--- config.mk ---
export PLATFORM = sky130hd
export DESIGN_NAME = rsa_seq_ctrl
export DESIGN_NICKNAME = d
export VERILOG_FILES = /design/src/rtl/rsa_seq_pkg.sv /design/src/rtl/rsa_seq_timer.sv /design/src/rtl/rsa_seq_ctrl.sv
export SDC_FILE = /design/constraint.sdc
export NUM_CORES = 1
export LEC_CHECK = 0
export BUFFER_PORTS_ARGS = -buffer_cell sky130_fd_sc_hd__buf_2
export CORE_UTILIZATION = 45
export DETAILED_ROUTE_END_ITERATION = 16
export PLACE_DENSITY = 0.63
export SYNTH_ARGS = -nofsm -noshare
export SYNTH_HDL_FRONTEND = slang
export SYNTH_SLANG_ARGS = --single-unit
--- constraint.sdc ---
create_clock -name clk -period 3.6 [get_ports clk]
set_input_delay 0.72 -clock clk [delete_from_list [all_inputs] [get_ports clk]]
set_output_delay 0.72 -clock clk [all_outputs]
set_load 0.02 [all_outputs]
--- src/rtl/rsa_seq_pkg.sv ---
// Shared definitions for the RSA core enable/reset sequencer.
// Latency: n/a (types and constant functions only).
// Backpressure: n/a.
package rsa_seq_pkg;

  // 3-bit state encoding; 3'd7 is unused and recovers to IDLE.
  typedef enum logic [2:0] {
    ST_IDLE  = 3'd0,
    ST_ARM   = 3'd1,
    ST_RUN   = 3'd2,
    ST_DRAIN = 3'd3,
    ST_EOCP  = 3'd4,
    ST_HOLD  = 3'd5,
    ST_ERR   = 3'd6
  } state_e;

  function automatic int unsigned max3(input int unsigned a, input int unsigned b,
                                       input int unsigned c);
    int unsigned m;
    m = (a > b) ? a : b;
    return (m > c) ? m : c;
  endfunction

  // Bits needed by the phase down-counter to hold n-1 (at least 1).
  function automatic int unsigned ph_w(input int unsigned n);
    int unsigned w;
    w = 1;
    while ((1 << w) < n) w++;
    return w;
  endfunction

endpackage

--- src/rtl/rsa_seq_timer.sv ---
// Phase-length down-counter: load on state entry, count down on enabled cycles.
// Latency: done is valid the cycle after load; load takes priority over counting.
// Backpressure: en=0 holds the count, so a phase resumes where it stopped.
// Ports: clk, rst_n (async active-low), load/load_val (start a phase),
//        en (clock enable), done (count has reached zero).
module rsa_seq_timer #(
  parameter int unsigned W = 1
) (
  input  logic         clk,
  input  logic         rst_n,
  input  logic         load,
  input  logic [W-1:0] load_val,
  input  logic         en,
  output logic         done
);

  logic [W-1:0] cnt_q, cnt_d;

  always_comb begin
    cnt_d = cnt_q;
    if (load) begin
      cnt_d = load_val;
    end else if (en && (cnt_q != '0)) begin
      cnt_d = cnt_q - 1'b1;
    end
  end

  always_ff @(posedge clk or negedge rst_n) begin
    if (!rst_n) begin
      cnt_q <= '0;
    end else begin
      cnt_q <= cnt_d;
    end
  end

  assign done = (cnt_q == '0);

endmodule

--- src/rtl/rsa_seq_ctrl.sv ---
// RSA core enable/reset sequencer: start -> ARM -> RUN -> DRAIN -> EOCP -> HOLD -> IDLE.
// Latency: all outputs registered; en_rsa rises on the edge that samples start.
// Backpressure: ena=0 freezes state and outputs; stop_cmd aborts regardless of ena.
// Ports: clk, rstb (async active-low); ena, start, start_cmd, stop_cmd, eoc_int in;
//        en_rsa, rst_rsa (active-low), eoc (sticky), eocp (pulse), busy,
//        timeout_err (sticky), run_cycles (saturating RUN count) out.
// Build option: define RSA_SEQ_WDT_EN to enable the RUN watchdog and the ERR state.
module rsa_seq_ctrl
  import rsa_seq_pkg::*;
#(
  parameter int unsigned ARM_CYC     = 1,
  parameter int unsigned DRAIN_CYC   = 1,
  parameter int unsigned EOC_CYC     = 1,
  parameter int unsigned CNT_W       = 16,
  parameter int unsigned TIMEOUT_CYC = 65535
) (
  input  logic             clk,
  input  logic             rstb,
  input  logic             ena,
  input  logic             start,
  input  logic             start_cmd,
  input  logic             stop_cmd,
  input  logic             eoc_int,
  output logic             en_rsa,
  output logic             rst_rsa,
  output logic             eoc,
  output logic             eocp,
  output logic             busy,
  output logic             timeout_err,
  output logic [CNT_W-1:0] run_cycles
);

  localparam int unsigned PH_W = ph_w(max3(ARM_CYC, DRAIN_CYC, EOC_CYC));
  localparam logic [PH_W-1:0] ARM_LD   = PH_W'(ARM_CYC - 1);
  localparam logic [PH_W-1:0] DRAIN_LD = PH_W'(DRAIN_CYC - 1);
  localparam logic [PH_W-1:0] EOC_LD   = PH_W'(EOC_CYC - 1);

`ifdef RSA_SEQ_WDT_EN
  localparam bit WDT_ON = 1'b1;
`else
  localparam bit WDT_ON = 1'b0;
`endif

  state_e           state_q, state_d;
  logic             en_q, en_d, rst_q, rst_d, eoc_q, eoc_d, eocp_q, eocp_d;
  logic             busy_q, busy_d, terr_q, terr_d;
  logic [CNT_W-1:0] rc_q, rc_d, rc_inc;
  logic             go, wdt_exp, ph_done, ph_load;
  logic [PH_W-1:0]  ph_val;

  always_comb begin
    state_d = state_q;
    en_d    = en_q;
    rst_d   = rst_q;
    eoc_d   = eoc_q;
    eocp_d  = eocp_q;
    terr_d  = terr_q;
    rc_d    = rc_q;
    go      = ena && (start || start_cmd);
    rc_inc  = (rc_q == {CNT_W{1'b1}}) ? rc_q : rc_q + 1'b1;
    // Expiry looks at the count this RUN cycle will produce, so a limit of N
    // trips on the Nth RUN cycle.
    wdt_exp = WDT_ON && (rc_inc >= CNT_W'(TIMEOUT_CYC));

    case (state_q)
      ST_IDLE, ST_ERR: begin
        if (go) begin
          state_d = ST_ARM;
          en_d    = 1'b1;
          rst_d   = 1'b0;
          eoc_d   = 1'b0;
          terr_d  = 1'b0;
          rc_d    = '0;
        end
      end
      ST_ARM: begin
        if (ena && ph_done) begin
          state_d = ST_RUN;
          rst_d   = 1'b1;
        end
      end
      ST_RUN: begin
        if (ena) begin
          rc_d = rc_inc;
          if (eoc_int) begin
            state_d = ST_DRAIN;
          end else if (wdt_exp) begin
            state_d = ST_ERR;
            en_d    = 1'b0;
            rst_d   = 1'b0;
            terr_d  = 1'b1;
          end
        end
      end
      ST_DRAIN: begin
        if (ena && ph_done) begin
          state_d = ST_EOCP;
          eocp_d  = 1'b1;
        end
      end
      ST_EOCP: begin
        if (ena) begin
          state_d = ST_HOLD;
          eocp_d  = 1'b0;
          eoc_d   = 1'b1;
        end
      end
      ST_HOLD: begin
        // rst_rsa and eoc stay high into IDLE so the core result remains readable.
        if (ena && ph_done) begin
          state_d = ST_IDLE;
          en_d    = 1'b0;
        end
      end
      default: state_d = ST_IDLE;
    endcase

    if (stop_cmd) begin
      state_d = ST_IDLE;
      en_d    = 1'b0;
      rst_d   = 1'b0;
      eoc_d   = 1'b0;
      eocp_d  = 1'b0;
      terr_d  = 1'b0;
      rc_d    = '0;
    end

    busy_d = (state_d inside {ST_ARM, ST_RUN, ST_DRAIN, ST_EOCP, ST_HOLD});

    // Reload the phase counter on every state change with the new phase length.
    ph_load = (state_d != state_q);
    case (state_d)
      ST_ARM:   ph_val = ARM_LD;
      ST_DRAIN: ph_val = DRAIN_LD;
      ST_HOLD:  ph_val = EOC_LD;
      default:  ph_val = '0;
    endcase
  end

  always_ff @(posedge clk or negedge rstb) begin
    if (!rstb) begin
      state_q <= ST_IDLE;
      en_q    <= 1'b0;
      rst_q   <= 1'b0;
      eoc_q   <= 1'b0;
      eocp_q  <= 1'b0;
      busy_q  <= 1'b0;
      terr_q  <= 1'b0;
      rc_q    <= '0;
    end else begin
      state_q <= state_d;
      en_q    <= en_d;
      rst_q   <= rst_d;
      eoc_q   <= eoc_d;
      eocp_q  <= eocp_d;
      busy_q  <= busy_d;
      terr_q  <= terr_d;
      rc_q    <= rc_d;
    end
  end

  rsa_seq_timer #(.W(PH_W)) u_timer (
    .clk      (clk),
    .rst_n    (rstb),
    .load     (ph_load),
    .load_val (ph_val),
    .en       (ena),
    .done     (ph_done)
  );

  assign en_rsa      = en_q;
  assign rst_rsa     = rst_q;
  assign eoc         = eoc_q;
  assign eocp        = eocp_q;
  assign busy        = busy_q;
  assign timeout_err = terr_q;
  assign run_cycles  = rc_q;

endmodule

* After elaboration in Yosys (flattened, before gate mapping) *
Cells that the tools add are included.

cells by class
  bitwise operators = 1
  equality and inequality tests = 20
  reductions and logical operators = 21
  add/sub/neg operators = 2
  mux-type cells = 32

operators by type and width
  cell                   number
  $mux 16                4
  $pmux 16 s2            1
  $mux 3                 8
  $ne 3x3->1 const B     7
  $pmux 3 s6             1
  $add 16x1->16 const B  1
  $eq 16x16->1 const B   1
  $eq 3x3->1 const B     5
  $reduce_bool 3->1      5
  $mux 1                 14
  $eq 3x2->1 const B     4
  $reduce_and 3->1       4
  $pmux 1 s2             4
  $eq 3x1->1 const B     2
  $reduce_bool 2->1      3
  $reduce_bool 5->1      1
  $reduce_and 4->1       1
  $logic_and 1x1->1      3
  $logic_not 3->1        1
  $ne 3x3->1             1
  $reduce_and 2->1       1
  $reduce_or 2->1        1
  $logic_or 1x1->1       1
  $not 1->1              1
  $sub 1x1->1 const B    1

word-level totals
  output and inout port bits = 22
  input bits = 7
  bits in registers = 26

* Longest topological paths before layout *
Gate-level depths: netlist (run 1).

  depth in word-level cells = 7
  gate-level depth with buffers = 7
  gate-level depth less buffers = 6

* Cells and area by module *
From an unflattened synthesis (run 1), not the netlist that was laid out.

unflattened totals
  cell total of the unflattened synthesis = 191
  area total of the unflattened synthesis = 1609.0 sq um

modules (own cells, without submodules)
  module         area each (sq um)  cells an instance  instances
  rsa_seq_ctrl   1564.0             187                1
  rsa_seq_timer  45.0               4                  1

* Worst setup path after synthesis (run 1) *
OpenSTA, ideal clock, no wires.

  kind = input to register
  start point = input stop_cmd
  end point = register rc_q[7] (netlist: run_cycles[7])
  setup time = 69 ps
  data required time = 3531 ps
  stages = 5
  arrival = 1881 ps
  path buffers = 2
  path slack = 1650 ps
  cells stage by stage = buf_2 > or3_1 > clkbuf_1 > or4_1 > nand3_1

on the way
  word-level cells in the longest chain between the ends = 2
  elaborated cells on any way between the ends = 6
  classes of those cells = eq/ne (3); mux (1); reduce/logical (2)

RTL lines
  item                                                              RTL line             text
  from (decl)                                                       rsa_seq_ctrl.sv:22   input logic stop_cmd,
  $ne 3x3->1 (no line) / $reduce_bool 3->1 (equally long branches)  -
  $reduce_and 4->1 (no line)                                        -
  to (signal assigned)                                              rsa_seq_ctrl.sv:158  rc_q <= rc_d;
  to (decl)                                                         rsa_seq_ctrl.sv:47   logic [CNT_W-1:0] rc_q, rc_d, rc_inc;

Several ways; a longest one is shown, not always the timed one.
A chain may end at the register's enable or synchronous reset.

* Worst setup path after layout (run 1) *
  start point = input ena
  end point = register rc_q[8] (netlist: run_cycles[8])

on the way
  word-level cells in the longest chain between the ends = 3
  elaborated cells on any way between the ends = 4
  classes of those cells = eq/ne (2); reduce/logical (2)

RTL lines
  item                          RTL line            text
  from (decl)                   rsa_seq_ctrl.sv:19  input logic ena,
  $logic_and 1x1->1             rsa_seq_ctrl.sv:59  go = ena && (start || start_cmd);
  $ne 3x3->1 (no line)          -
  $reduce_and 4->1 (no line) *  -

Mark *: on every way between the ends. The rest lies on a longest branch, timed or not.

==> results of run 1 <==
[cell usage after synthesis, drive strengths merged (4+ instances only)]
master  instances
o21ai          15
nand3          19
inv             6
nor3            6
o211ai          8
and3            4
clkbuf          5
a41oi           4
nor2           10
nand2b          4
buf             9
a21oi          11
and2            5
or3             5
dfrtp          25
nand2          19
[sequential cells by signal (all words and copies together) (netlist names)]
signal         count
rst_rsa            1
eoc                1
eocp               1
busy               1
u_timer.cnt_q      1
en_rsa             1
state_q            3
run_cycles        16
[layer usage]
metal  wire length [um]  track usage, %  vias up
met5                  0               0        -
met4                 29            5.81        0
met3                216            3.28        4
met2               1790            32.0       59
met1               1930            30.6      763
li1                   -               -      764
[worst max-delay path: cells and delay by family]
kind                   cells  cell delay [ns]
buffers and inverters      1             0.28
AND/OR/NAND/NOR            4             1.17
[final cells by class]
class / instances / share of cell area [%]
inverter: 6 / 1.22
clock buffer: 4 / 2.45
tap: 46 / 3.13
timing repair buffer: 28 / 7.76
sequential: 25 / 34.0
multi-input combinational: 151 / 51.4
[through the flow]
step | hold slack (ns) | area [sq um] | utilization (%) | std cells
floorplan | 0.424 | 1670 | - | 196
global placement | 0.482 | 1790 | 52.1 | 256
detailed placement | 0.497 | 1790 | 52.1 | 256
CTS | 0.457 | 1840 | 53.4 | 260
global route | 0.475 | 1840 | 53.4 | 260
finish | 0.431 | 1840 | 53.4 | 260
[cell families after synthesis]
| family | count (synthesis) | share of synthesized area, % |
|---|---|---|
| AND/OR/NAND/NOR | 85 | 27.8 |
| AO/OA/AOI/OAI | 59 | 24.7 |
| flip-flops | 25 | 37.4 |
| buffers and inverters | 20 | 6.13 |
| multiplexers | 3 | 1.79 |
| adder cells (fa/ha/maj) | 2 | 1.42 |
| other | 1 | 0.224 |
| XOR/XNOR | 1 | 0.523 |
[layout by cell type, fill, tap and decap left out, types with 2 or more instances in the layout]
master,n
o311ai_0,3
and3_1,4
a211oi_1,2
a41oi_1,4
buf_2,27
o31ai_1,2
nand2_1,18
and2_1,5
mux2i_1,3
or3_1,5
o21ai_0,13
clkbuf_8,3
nand2b_1,2
inv_1,6
nor2_1,10
nor3_1,5
o211ai_1,8
o22ai_1,3
a22oi_1,3
a31oi_1,3
nor4_1,2
a21oi_1,9
dfrtp_1,25
o21a_1,2
nand4_1,2
nand3_1,18
[power by group]
group          internal, mW  switching, mW
Sequential            0.290         0.0167
Combinational        0.0400         0.0692
Clock                0.0792         0.0910
[path summary, 6_finish.rpt]
kind	end	startpoint	slack, ns	cells after the start
setup / recovery	run_cycles[8]	ena	1.64	5
max in group asynchronous	run_cycles[2]	rstb	2.80	1
min in group clk	run_cycles[15]	run_cycles[15]	0.50	1
hold reg to reg	run_cycles[15]	run_cycles[15]	0.50	1
hold / removal	run_cycles[4]	rstb	0.43	1
setup reg to reg	run_cycles[11]	state_q[2]	1.69	5
==> impl_metrics.py, run 1 <==
metrics = {
    "routing": {
        "drtAntennaViolNets": 0,
        "drt-initial-drc-count": 120,
        "vias": 1590,
        "viasPerCell": 6.12,
        "dr.pass1.iters": 4,
        "wl_per_cell_um": 15.2,
        "drc_errors": 0,
        "wl_um": 3960,
    },
    "run_status": {
        "outcome": "complete, no violations",
    },
    "layout": {
        "regArea_sq_um": 626,
        "areaGrowthSynthToFinish_pct": 9.87,
        "drive_above_1_share_pct": 20.1,
        "num_antenna_cells": 0,
        "fillerInstances": 336,
        "multi_input_area_sq_um": 946,
        "final_nets": 223,
    },
    "clock_tree": {
        "clk_pin_slew_ns": 0.09,
        "cts-root-buf": "clkbuf_8",
        "postCtsSetupRepairBufs": 0,
        "hold_buffers": 0,
        "cts_resized": 0,
        "clock-sinks": 25,
        "clk-insertion-delay-late_ns": 0.27,
        "cts.path.max_buffers": 2,
        "cts_buffers": 3,
        "cts_tree": "yes",
        "htreeDepth": 1,
    },
    "pwr": {
        "p_leak_nw": 0.768,
        "finalPower_mw": 0.586,
        "ir_worst_vdd_v": 0.000151,
        "cellPowerDensity_mw_per_mm2": 319,
    },
    "synth": {
        "ys_types": 53,
        "synth_nets": 204,
        "yosysTopAreaCell": "dfrtp_1",
        "netlist_area_sq_mm": 0.00167,
        "synth_top_flop_cell": "dfrtp_1",
        "synth_top_area_share_pct": 37.4,
        "ys_async_sr_fraction_pct": 100,
        "ys_warn_count": 0,
        "syn_area_per_cell_sq_um": 8.54,
        "ys_top_cells_by_area": "dfrtp_1 37%, nand3_1 5.4%, nand2_1 4.0%",
        "synth_edf_count": 0,
        "synth-seq-cells": 25,
        "ys_seq_area_share_pct": 37.4,
        "netlist_instances": 196,
    },
    "die": {
        "dieHeight_um": 63.0,
        "coreArea_sq_mm": 0.00344,
        "io_pins": 29,
        "die_w_um": 63.0,
        "initial_core_util_pct": 48.6,
        "dieArea_sq_mm": 0.00397,
        "rows": 21,
    },
    "worst_setup_path": {
        "endpoint_kind": "flop",
        "slowest_delay_ns": 0.61,
        "path_cells": "buf_2 > nand2b_2 > nor3_2 > or4b_2 > nand3_1",
        "critPathKind": "primary input to flop",
        "start_kind": "primary input",
        "crit_path_top_delay_cell": "or4b_2",
        "critical_path_required_ns": 3.81,
        "cp_max_fo": 17,
        "cp.arrival_ns": 2.17,
    },
    "timing": {
        "finalHoldViolCount": 0,
        "worstMarginPinSlew_ns": 0.560,
        "fmax_ghz": 0.510,
        "period_share_pct": 54.4,
        "worst_slack_ns": 1.64,
        "setup_violations": 0,
        "rsz0062_at_grt": "no",
        "slew_headroom_pct": 62.6,
        "post-route-min-period_ns": 1.96,
        "fin_skew_ns": 0.00697,
        "tns_ns": 0,
        "maxSlewViolCount": 0,
    },
    "grt": {
        "grt_pass1_wl_um": 6690,
        "grt_use_total_pct": 21.1,
        "grt-ovfl-total": 0,
        "antenna_found_initial": 0,
        "grt_pass1_vias": 1420,
        "grt_max_degree": 26,
    },
    "placement": {
        "numPortBuffers": 27,
        "place_ws_ns": 1.38,
        "hpwl_um": 2790,
        "place.gp.congestion": 0.858,
    },
    "min_path": {
        "hold_path.class": "primary input to async pin",
    },
    "run": {
        "maxCapViolCount": 0,
    },
}
No activity file was read; power rests on OpenSTA's default activity.
==> run 2, diff against run 1 <==
--- a/config.mk
+++ b/config.mk
@@ -5,10 +5,11 @@
 export SDC_FILE = /design/constraint.sdc
 export NUM_CORES = 1
 export LEC_CHECK = 0
+export ABC_AREA = 1
 export BUFFER_PORTS_ARGS = -buffer_cell sky130_fd_sc_hd__buf_2
 export CORE_UTILIZATION = 45
 export DETAILED_ROUTE_END_ITERATION = 16
-export PLACE_DENSITY = 0.63
+export PLACE_DENSITY = 0.65
 export SYNTH_ARGS = -nofsm -noshare
 export SYNTH_HDL_FRONTEND = slang
 export SYNTH_SLANG_ARGS = --single-unit
==> constraint.sdc (replaced) <==
create_clock -name clk -period 1.7 [get_ports clk]
set_input_delay 0.34 -clock clk [delete_from_list [all_inputs] [get_ports clk]]
set_output_delay 0.34 -clock clk [all_outputs]
set_load 0.02 [all_outputs]
==> impl_metrics.py, run 2 <==
metrics = {
    "timing": {
        "worstMarginPinSlew_ns": 0.578,
        "post-route-min-period_ns": 1.61,
        "fin_skew_ns": 0.00655,
        "worst_slack_ns": 0.0894,
        "fmax_ghz": 0.621,
        "hold_ws_ns": 0.0453,
        "finalHoldViolCount": 0,
        "period_share_pct": 94.7,
        "slew_headroom_pct": 61.5,
        "tns_ns": 0,
        "setup_violations": 0,
        "maxSlewViolCount": 0,
    },
    "layout": {
        "largest_register_ffs": 16,
        "layout_common_cells": "82 x nand2_1, 32 x inv_1, 29 x nand3_1, 28 x nor2_1, 27 x buf_2",
        "final_nets": 328,
        "fillerInstances": 385,
        "drive_above_1_share_pct": 25.4,
        "num_antenna_cells": 0,
        "final_common_cell": "nand2_1",
        "fin_cells": 367,
        "multi_input_area_sq_um": 956,
        "regArea_sq_um": 631,
        "areaGrowthSynthToFinish_pct": 24.2,
        "fin_util_pct": 59.5,
        "stdcell_area_sq_mm": 0.00221,
    },
    "run_status": {
        "outcome": "complete, no violations",
    },
    "routing": {
        "vias": 1858,
        "dr.pass1.iters": 4,
        "wl_per_cell_um": 12.6,
        "drc_errors": 0,
        "wl_um": 4610,
        "drtAntennaViolNets": 0,
        "drt-initial-drc-count": 131,
        "viasPerCell": 5.06,
    },
    "clock_tree": {
        "cts-root-buf": "clkbuf_8",
        "clock-sinks": 25,
        "clk_pin_slew_ns": 0.09,
        "cts_tree": "yes",
        "htreeDepth": 1,
        "cts.path.max_buffers": 2,
        "cts_buffers": 3,
        "clk-insertion-delay-late_ns": 0.28,
    },
    "placement": {
        "place_area_sq_mm": 0.00204,
        "dp.cells": 355,
        "numPortBuffers": 27,
        "hpwl_um": 3340,
        "place_ws_ns": 0.0954,
        "place.gp.congestion": 0.899,
    },
    "synth": {
        "synth_top_flop_cell": "dfrtp_1",
        "yosysTopAreaCell": "dfrtp_1",
        "ys_seq_area_share_pct": 35.1,
        "synth_top_area_share_pct": 35.1,
        "ys_top_cells_by_area": "dfrtp_1 35%, nand2_1 17%, nand3_1 8.2%",
        "syn_area_per_cell_sq_um": 6.50,
        "ys_async_sr_fraction_pct": 100,
        "ys_types": 27,
        "synth_edf_count": 0,
        "yosys-top-cells-count": "82 x nand2_1, 32 x inv_1, 29 x nand3_1, 29 x nor2_1, 25 x dfrtp_1",
        "synth-seq-cells": 25,
        "netlist_area_sq_mm": 0.00178,
        "netlist_instances": 274,
        "synth_nets": 282,
        "synth_most_common_cell": "nand2_1",
        "ys_warn_count": 0,
    },
    "pwr": {
        "cellPowerDensity_mw_per_mm2": 599,
        "pwr-share-clk_pct": 28.3,
        "pwr-share-comb_pct": 23.7,
        "power.switching_mw": 0.415,
        "ir_worst_vdd_v": 0.000419,
        "finalPower_mw": 1.32,
        "swShare_pct": 31.4,
        "internal-power_mw": 0.909,
        "seqPwrFrac_pct": 48.0,
        "p_leak_nw": 1.13,
    },
    "die": {
        "dieHeight_um": 64.9,
        "dieArea_sq_mm": 0.00421,
        "io_pins": 29,
        "coreArea_sq_mm": 0.00372,
        "initial_core_util_pct": 47.9,
        "rows": 22,
        "die_w_um": 64.9,
    },
    "grt": {
        "grt_pass1_vias": 1639,
        "antenna_found_initial": 0,
        "grt_use_total_pct": 23.0,
        "grt_max_degree": 26,
        "grt-ovfl-total": 0,
        "grt_pass1_wl_um": 7490,
    },
    "worst_setup_path": {
        "reg2reg_slack_ns": 0.09,
        "endpoint_kind": "flop",
        "cp.arrival_ns": 1.79,
        "reg2regPathDepth": 9,
        "critPathKind": "flop to flop",
        "reg2reg_to": "run_cycles[11]",
        "cp_max_fo": 11,
        "cp-endpoint": "run_cycles[11]",
        "crit_start": "run_cycles[1]",
        "r2r-start": "run_cycles[1]",
        "start_kind": "flop",
        "critical_path_required_ns": 1.88,
    },
    "run": {
        "maxCapViolCount": 0,
    },
    "min_path": {
        "hold_path.class": "primary input to async pin",
    },
}
[run 2: cell count changes in the layout (fill, tap and decap cells not counted), sizes merged, moves of 10 or more]
| cell | change |
|---|---|
| inv | +33 |
| nand3 | +12 |
| nor2 | +22 |
| nand4 | +12 |
| buf | +21 |
| a21oi | -10 |
| nand2 | +66 |
[run 2: worst min path at each step]
stage	from	to	slack, ns
global placement	rstb	eocp	0.37
floorplan	rstb	busy	0.04
finish	rstb	eoc	0.05
detailed placement	rstb	eoc	0.37
CTS	rstb	run_cycles[6]	0.06
global route	rstb	run_cycles[8]	0.07
[run 2: layer usage]
metal	track usage, %	wire length (um)	vias up
met5	0	0	-
met4	6.39	40	0
met3	4.23	224	3
met2	33.9	2040	43
met1	33.8	2300	842
li1	-	-	970
[run 2: layout make-up]
class / instances / share of cell area [%]
Inverter: 39 / 6.73
Clock buffer: 3 / 1.87
Tap cell: 48 / 2.72
Clock inverter: 1 / 0.340
Sequential cell: 25 / 28.5
Multi-Input combinational cell: 200 / 43.2
Timing Repair Buffer: 51 / 16.6
[run 2: logic make-up (layout without fill, tap and decap cells)]
| family | count (synthesis) | count (layout) | synth area share (%) |
|---|---|---|---|
| AOI/OAI and AO/OA | 28 | 28 | 8.71 |
| and+or+nand+nor | 170 | 170 | 42.8 |
| adders and majority gates | 1 | 1 | 0.703 |
| other | 1 | 1 | 0.211 |
| buffers and inverters | 49 | 94 | 12.4 |
| DFF | 25 | 25 | 35.1 |
[run 2: worst max-delay path, cell delays in order, from the launching register on]
cell       delay, ns
dfrtp_1         0.40
ha_4            0.16
nand2_2         0.07
nor2_4          0.17
nand2_2         0.08
nor2_1          0.10
nand3_1         0.11
nand3_4         0.15
clkbuf_16       0.19
o21ai_1         0.07
[run 2: power by group through the flow]
stage / combinational, mW / clock, mW / sequential, mW
after floorplan: 0.169 / 0 / 0.661
after global placement: 0.259 / 0 / 0.646
after detailed placement: 0.260 / 0 / 0.646
after CTS: 0.262 / 0.384 / 0.635
after global routing: 0.345 / 0.408 / 0.639
final: 0.314 / 0.374 / 0.636
[run 2: repair_timing]
action,4_1_cts,5_1_grt
hold buffers,0,0
setup buffers,0,6
setup endpoints to repair,0,16
gates resized for setup,0,8
